--- config.mk ---
export PLATFORM = sky130hd
export DESIGN_NAME = mem_stage
export DESIGN_NICKNAME = d
export VERILOG_FILES = /design/src/rtl/mem_stage.sv
export SDC_FILE = /design/constraint.sdc
export NUM_CORES = 1
export LEC_CHECK = 0
export BUFFER_PORTS_ARGS = -buffer_cell sky130_fd_sc_hd__buf_2
export CAP_MARGIN = 5
export CORE_MARGIN = 2
export CORE_UTILIZATION = 46
export CTS_CLUSTER_SIZE = 8
export DETAILED_ROUTE_END_ITERATION = 10
export HOLD_SLACK_MARGIN = 0.08
export PLACE_DENSITY_LB_ADDON = 0.25
export SLEW_MARGIN = 0
export SYNTH_ARGS = -nofsm -noshare
export SYNTH_HDL_FRONTEND = slang
export SYNTH_SLANG_ARGS = --single-unit
--- constraint.sdc ---
create_clock -name clk -period 1.7 [get_ports clk]
set_input_delay 0.17 -clock clk [delete_from_list [all_inputs] [get_ports clk]]
set_output_delay 0.17 -clock clk [all_outputs]
set_load 0.02 [all_outputs]
--- src/rtl/mem_stage.sv ---
// MEM pipeline stage: EX/MEM register, data-memory handshake FSM with
// wait-state timeout, alignment check, and the MEM/WB register.
//
// Ports:
//   clk, rst_n            - single rising-edge clock, async active-low reset
//   result, readData2,    - EX-side op: address/ALU result, store data,
//   rd_EX, *_EX, valid_EX   destination register and control bits
//   memReq/memWe/memAddr/ - data memory request; memAck completes it,
//   memWdata/memRdata/      memRdata returns load data on the ack cycle
//   memAck
//   result_EXMEM, rd_EXMEM, regWrite_EXMEM - EX/MEM contents for forwarding
//   rd_MEMWB, regWrite_MEMWB, valueToWB    - MEM/WB contents for writeback
//   stall                 - freeze upstream while waiting for memAck
//   alignErr, timeout     - one-cycle status pulses
module mem_stage #(
    parameter int unsigned TIMEOUT_CYC = 255
) (
    input  logic        clk,
    input  logic        rst_n,
    input  logic [31:0] result,
    input  logic [31:0] readData2,
    input  logic [4:0]  rd_EX,
    input  logic        regWrite_EX,
    input  logic        memRead_EX,
    input  logic        memWrite_EX,
    input  logic        memToReg_EX,
    input  logic        valid_EX,
    output logic        memReq,
    output logic        memWe,
    output logic [31:0] memAddr,
    output logic [31:0] memWdata,
    input  logic [31:0] memRdata,
    input  logic        memAck,
    output logic [31:0] result_EXMEM,
    output logic [4:0]  rd_EXMEM,
    output logic        regWrite_EXMEM,
    output logic [4:0]  rd_MEMWB,
    output logic        regWrite_MEMWB,
    output logic [31:0] valueToWB,
    output logic        stall,
    output logic        alignErr,
    output logic        timeout
);

    localparam int unsigned CW_RAW = $clog2(TIMEOUT_CYC + 1);
    localparam int unsigned CW     = (CW_RAW > 8) ? CW_RAW : 8;
    localparam logic [CW-1:0] TO_LIM = CW'(TIMEOUT_CYC);

    typedef enum logic [1:0] {
        IDLE,
        ACCESS,
        DONE
    } state_e;

    state_e state_q, state_d;
    logic [CW-1:0] cnt_q, cnt_d, cnt_inc;

    // EX/MEM register
    logic [31:0] result_ex_q, result_ex_d;
    logic [31:0] wdata_ex_q, wdata_ex_d;
    logic [4:0]  rd_ex_q, rd_ex_d;
    logic        regWrite_ex_q, regWrite_ex_d;
    logic        memRead_ex_q, memRead_ex_d;
    logic        memWrite_ex_q, memWrite_ex_d;
    logic        memToReg_ex_q, memToReg_ex_d;
    logic        valid_ex_q, valid_ex_d;

    // MEM/WB register
    logic [4:0]  rd_wb_q, rd_wb_d;
    logic        regWrite_wb_q, regWrite_wb_d;
    logic [31:0] value_wb_q, value_wb_d;

    logic load_ex;
    logic new_mem;
    logic ack_ok;
    logic mem_op_q;
    logic misalign;
    logic op_done;

    always_comb begin
        stall   = (state_q == ACCESS) && !memAck;
        ack_ok  = (state_q == ACCESS) && memAck;
        load_ex = !stall;

        // An aligned, valid memory op entering EX/MEM starts an access.
        new_mem = load_ex && valid_EX
                  && (memRead_EX || memWrite_EX)
                  && (result[1:0] == 2'b00);

        mem_op_q = valid_ex_q && (memRead_ex_q || memWrite_ex_q);
        misalign = mem_op_q && (result_ex_q[1:0] != 2'b00);

        // Aligned memory ops only ever sit in EX/MEM during ACCESS/DONE,
        // so in IDLE the held op is either non-memory or misaligned.
        op_done = ack_ok || ((state_q == IDLE) && !mem_op_q);
    end

    // EX/MEM next-state
    always_comb begin
        result_ex_d   = result_ex_q;
        wdata_ex_d    = wdata_ex_q;
        rd_ex_d       = rd_ex_q;
        regWrite_ex_d = regWrite_ex_q;
        memRead_ex_d  = memRead_ex_q;
        memWrite_ex_d = memWrite_ex_q;
        memToReg_ex_d = memToReg_ex_q;
        valid_ex_d    = valid_ex_q;
        if (load_ex) begin
            result_ex_d   = result;
            wdata_ex_d    = readData2;
            rd_ex_d       = rd_EX;
            // Writes to x0, bubbles and stores never reach the regfile.
            regWrite_ex_d = regWrite_EX && valid_EX
                            && (rd_EX != 5'd0) && !memWrite_EX;
            memRead_ex_d  = memRead_EX && valid_EX;
            memWrite_ex_d = memWrite_EX && valid_EX;
            memToReg_ex_d = memToReg_EX;
            valid_ex_d    = valid_EX;
        end
    end

    // Access FSM and wait counter
    always_comb begin
        state_d = state_q;
        cnt_d   = cnt_q;
        cnt_inc = cnt_q + 1'b1;
        unique case (state_q)
            IDLE, DONE: begin
                if (new_mem) begin
                    state_d = ACCESS;
                    cnt_d   = '0;
                end else begin
                    state_d = IDLE;
                end
            end
            ACCESS: begin
                if (memAck) begin
                    if (new_mem) begin
                        state_d = ACCESS;
                        cnt_d   = '0;
                    end else begin
                        state_d = IDLE;
                    end
                end else if (cnt_inc >= TO_LIM) begin
                    state_d = DONE;
                    cnt_d   = cnt_inc;
                end else begin
                    cnt_d = cnt_inc;
                end
            end
            default: begin
                state_d = IDLE;
                cnt_d   = '0;
            end
        endcase
    end

    // MEM/WB next-state: loads every edge, bubble unless the op completed.
    always_comb begin
        rd_wb_d       = rd_ex_q;
        regWrite_wb_d = op_done && regWrite_ex_q && !memWrite_ex_q;
        if (ack_ok && memRead_ex_q && memToReg_ex_q) begin
            value_wb_d = memRdata;
        end else begin
            value_wb_d = result_ex_q;
        end
    end

    always_ff @(posedge clk or negedge rst_n) begin
        if (!rst_n) begin
            state_q       <= IDLE;
            cnt_q         <= '0;
            result_ex_q   <= '0;
            wdata_ex_q    <= '0;
            rd_ex_q       <= '0;
            regWrite_ex_q <= 1'b0;
            memRead_ex_q  <= 1'b0;
            memWrite_ex_q <= 1'b0;
            memToReg_ex_q <= 1'b0;
            valid_ex_q    <= 1'b0;
            rd_wb_q       <= '0;
            regWrite_wb_q <= 1'b0;
            value_wb_q    <= '0;
        end else begin
            state_q       <= state_d;
            cnt_q         <= cnt_d;
            result_ex_q   <= result_ex_d;
            wdata_ex_q    <= wdata_ex_d;
            rd_ex_q       <= rd_ex_d;
            regWrite_ex_q <= regWrite_ex_d;
            memRead_ex_q  <= memRead_ex_d;
            memWrite_ex_q <= memWrite_ex_d;
            memToReg_ex_q <= memToReg_ex_d;
            valid_ex_q    <= valid_ex_d;
            rd_wb_q       <= rd_wb_d;
            regWrite_wb_q <= regWrite_wb_d;
            value_wb_q    <= value_wb_d;
        end
    end

    assign memReq         = (state_q == ACCESS);
    assign memWe          = memWrite_ex_q;
    assign memAddr        = {result_ex_q[31:2], 2'b00};
    assign memWdata       = wdata_ex_q;
    assign result_EXMEM   = result_ex_q;
    assign rd_EXMEM       = rd_ex_q;
    assign regWrite_EXMEM = regWrite_ex_q;
    assign rd_MEMWB       = rd_wb_q;
    assign regWrite_MEMWB = regWrite_wb_q;
    assign valueToWB      = value_wb_q;
    assign alignErr       = misalign;
    assign timeout        = (state_q == DONE);

endmodule

After elaboration in Yosys (flattened, before gate mapping)
Index checks and enable logic that the tools add are counted.
{"block": "word_totals", "regBits": 122, "inputBits": 109, "out_inout_bits": 145}
{"block": "op_classes", "n_addsub": 1, "order_cmp": 1, "eq_ne": 3, "muxes": 8, "n_reduce_logical": 30}
{"operator": "$mux W32", "count": 1}
{"operator": "$logic_and A1 B1 Y1", "count": 17}
{"operator": "$mux W8", "count": 2}
{"operator": "$pmux W8 S2", "count": 1}
{"operator": "$add A8 B1 Y8 const B", "count": 1}
{"operator": "$ge A8 B8 Y1 const B", "count": 1}
{"operator": "$logic_not A1 Y1", "count": 5}
{"operator": "$reduce_bool A5 Y1", "count": 1}
{"operator": "$logic_not A2 Y1", "count": 2}
{"operator": "$mux W2", "count": 2}
{"operator": "$pmux W2 S2", "count": 1}
{"operator": "$logic_or A1 B1 Y1", "count": 3}
{"operator": "$ne A3 B1 Y1 const B", "count": 1}
{"operator": "$eq A2 B1 Y1 const B", "count": 1}
{"operator": "$eq A2 B2 Y1 const B", "count": 1}
{"operator": "$reduce_bool A2 Y1", "count": 1}
{"operator": "$reduce_or A2 Y1", "count": 1}
{"operator": "$mux W1", "count": 1}

Depth between registers and ports, before layout
{"block": "depth", "ltp_word": 9, "ltp_mapped": 8, "mapped_depth_nobuf": 6}

Worst setup path before layout
No wires, ideal clock.
{"block": "synth_timing", "path_kind": "reg2reg", "startpoint": "reg cnt_q[0]", "endpoint": "reg state_q[0]", "setup_ns": 0.118, "arrival_ns": 1.398, "t_required_ns": 1.582, "slack_ns": 0.184, "path_stages_with_launch": 7, "path_cell_list": "dfrtp_1 ha_1 nand2b_1 o21ai_0 a22o_1 nand4b_1 a21o_1"}
{"block": "synth_between", "elab_chain_len": 3}
{"element": "start, declared", "line": "56", "source": "logic [CW-1:0] cnt_q, cnt_d, cnt_inc;"}
{"element": "start signal, assigned", "line": "186", "source": "cnt_q <= cnt_d;"}
{"element": "$add A8 B1 Y8", "line": "126", "source": "cnt_inc = cnt_q + 1'b1;"}
{"element": "$ge A8 B8 Y1", "line": "144", "source": "end else if (cnt_inc >= TO_LIM) begin"}
{"element": "$ne A3 B1 Y1 (no source line)"}
{"element": "end signal, assigned", "line": "185", "source": "state_q <= state_d;"}
{"element": "end, declared", "line": "55", "source": "state_e state_q, state_d;"}
Every way passes these cells.
A chain may end at the register's enable or synchronous reset.

Worst setup path in the final report
{"block": "layout_timing", "startpoint": "reg state_q[1]", "endpoint": "out stall"}
{"block": "layout_between", "elab_chain_len": 2}
{"element": "$eq A2 B1 Y1", "line": "81", "source": "stall = (state_q == ACCESS) && !memAck;"}
{"element": "$logic_and A1 B1 Y1", "line": "81"}
{"element": "end, declared", "line": "40", "source": "output logic stall,"}
Every way passes these cells.

==> out/qor.txt <==
Post-route minimum period - 1614 ps
Layout Nets - 946
Max Freq - 619.5 MHz
# port buffers - 251
Placement Rows - 38
Crit-path cells - nor2b_4, nand2b_4, inv_4, buf_2
Syn Std Cell Area - 5185 µm²
Power share of the clock group - 0.424
Initial Utilization - 0.4741
Synthesized netlist cell count - 496
Clock Sink Count - 122
GR peak layer - met2
Die ar. - 12140 µm²
Vias in the first global route - 4869
Initial DRC count - 307
Yosys top cell by area - dfrtp_1
WS Path Type - reg -> out
Die W - 110.2 µm
Ys async rst share - 1.000
Placed Instances - 848
DR vias - 4744
Flip-flop and latch area - 3053 µm²
Post-DR wirelength/cell - 15.69 µm
Clock latency on the worst-skew pair - 400 ps
DRT Wirelength - 15500 µm
GPL Wtd Cong - 0.7951
Primary FF master, synth - dfrtp_1
# Max-Cap Violations - 0
Power Internal - 0.006138 W
Pin count of the biggest net entering global routing - 69
Die H - 110.2 µm
Setup tns final - 0 ps
Global Route met1 Usage - 0.3018
Global-route wire length before repair - 23710 µm
Pwr/cell area - 1053 nW/µm²
Sequential share of power - 0.391
Core Util, Final - 0.7414
Grt met3 use - 0.06820
Peak supply drop - 0.0006304 V
Sw frac - 0.2809
Final period utilization - 0.9495
Area of the multi-input gates - 1753 µm²
Post-DR vias/cell - 4.802
Setup crit end kind - output pin
Max-slew violation count - 0
Tot GR Track Use - 0.2563
Final Hold Viols - 0
Status - finished, final reports clean
EDFF count, synth - 0
Layout cells sized above 1 - 0.3950
Sw Pwr - 0.002398 W
Hold crit path type - in -> reg
Register area share after synthesis - 0.5888
CP max stage delay - 450 ps
Startpoint Class - flop
Share of the synthesized area in the top cell type - 0.5888
Worst path arrival time - 1440 ps
Worst Path Max Fanout - 11
Yosys cell types - 36
Critical Path RT - 1530 ps
I/O pin total - 254
CTS Root Cell - clkbuf_16
Slowest CP cell - dfrtp_1
Synth-to-Final Area Change - 56.37%
Core area - 10940 µm²
Number of synthesis warnings - 0
Avg Cell Area, Syn - 10.45 µm²
Fill count - 733
Fin cells - 988
N_diodes - 0
Antenna viol nets, final - 0
Area contributors post-synth - dfrtp_1, nand2_1, mux2_4
Clock Pin Slew Worst Setup and Hold Paths - 50 ps
Total gr overflow - 0
Dpl hpwl - 9226 µm
CTS tree - yes
Met2 Use GR - 0.4492
CTS max path bufs - 2
Initial antenna violation count - 0
Inserted Clock Buffers - 17
FF+latch count, synth - 122
DR pass1 iterations - 4
RSZ-0062 raised after global routing - no
Setup violators final - 0
Clock skew - 7.486 ps
Htree depth - 4
# DRC - 0
Gate power share - 0.185
Static Leak - 4.390 nW
placed cells by master (no fill, tap or decap), types with 4 or more instances in the layout:
cell           instances
nand2b_1               4
buf_12                 6
dlygate4sd3_1        107
clkinv_4               4
buf_2                250
nor2_1                 5
clkbuf_16             17
nand2_1              228
dfrtp_1              122
mux2_4                30
buf_4                  8
o21ai_0                8
nand3_1                5
power by group through the flow:
stage / Sequential (W) / Clock (W) / Combinational [W]
final: 0.00334 / 0.00362 / 0.00158
after global routing: 0.00337 / 0.00384 / 0.00171
after CTS: 0.00334 / 0.00368 / 0.00156
after detailed placement: 0.00338 / 0 / 0.00136
after global placement: 0.00337 / 0 / 0.00134
after floorplan: 0.00363 / 0 / 0.000569
path summary, 6_finish.rpt:
kind	from	endpoint	slack [ps]	cells past startpoint
max in group asynchronous	rst_n	result_EXMEM[17]$_DFFE_PN0N_	870	3
hold / removal	memAck	cnt_q[2]$_DFF_PN0_	190	3
setup / recovery	state_q[1]$_DFFE_PN0P_	stall	90	4
hold reg to reg	rd_EXMEM[2]$_DFFE_PN0N_	rd_MEMWB[2]$_DFF_PN0_	410	0
min in group asynchronous	rst_n	valueToWB[3]$_DFF_PN0_	270	2
setup reg to reg	state_q[1]$_DFFE_PN0P_	valueToWB[27]$_DFF_PN0_	150	5
logic make-up after synthesis:
family | after synthesis | share of synthesized area
other cells | 1 | 0.0007232
xor+xnor | 5 | 0.008447
fa+ha+maj | 2 | 0.004825
compound gates | 21 | 0.02872
simple gates | 257 | 0.2020
mux | 32 | 0.09122
flops | 122 | 0.5888
buf+inv | 56 | 0.07529
Yosys cell counts (2+ instances only):
master    instances
nand2_1         228
dfrtp_1         122
buf_4            32
mux2_4           30
o21ai_0           8
buf_6             7
clkbuf_1          7
buf_2             6
nand2b_1          5
nand3_1           5
nor2_1            5
a21oi_1           3
inv_1             3
xnor2_1           3
a22o_1            2
a31oi_1           2
and3_1            2
ha_1              2
mux2_2            2
nand4_1           2
nor3_1            2
nor4b_1           2
o41ai_2           2
xor2_1            2
metrics by stage:
step | cell area, µm² | power, W | setup slack [ps] | hold WS, ps
after detailed placement | 6420 | 0.004742 | 191.0 | 155.3
after floorplan | 5189 | 0.004199 | 184.4 | -125.6
after global routing | 8108 | 0.008928 | 4.744 | 206.4
final | 8108 | 0.008536 | 85.89 | 188.9
after CTS | 8100 | 0.008583 | 11.41 | 177.2
after global placement | 6420 | 0.004707 | 196.6 | 153.7
sequential cells by signal, indices dropped and copies added (netlist names), 2 cells and up:
signal / cells
memWdata: 32
result_EXMEM: 32
valueToWB: 32
cnt_q: 8
rd_EXMEM: 5
rd_MEMWB: 5
state_q: 2
worst max-delay path: cells and delay by family, from the launching register on:
| kind | cells | cell delay [ps] |
|---|---|---|
| AND/OR/NAND/NOR | 2 | 260 |
| buffers and inverters | 2 | 340 |
| flip-flops | 1 | 450 |
cell type report:
| class | instances | share of cell area |
|---|---|---|
| well taps | 140 | 0.02160 |
| flip-flops and latches | 122 | 0.3765 |
| inverters | 4 | 0.002160 |
| multi-input cells | 319 | 0.2162 |
| repair buffers | 371 | 0.3086 |
| clock inverters | 12 | 0.01728 |
| clock buffers | 20 | 0.05756 |
per-layer routing:
metal | routed length [µm] | vias to the layer above
met5 | 0 | -
met4 | 286 | 0
met3 | 1191 | 26
met2 | 8050 | 233
met1 | 5969 | 2265
li1 | - | 2220
repair_timing:
item	4_1_cts	5_1_grt
endpoints found under the hold margin	136	0
hold buffers	107	0
setup buffers	0	1
resized for setup	1	0
endpoints found under the setup margin	1	1
cloned	0	0
pin swaps	0	0
Note: power is estimated with default switching activity, not from simulation.
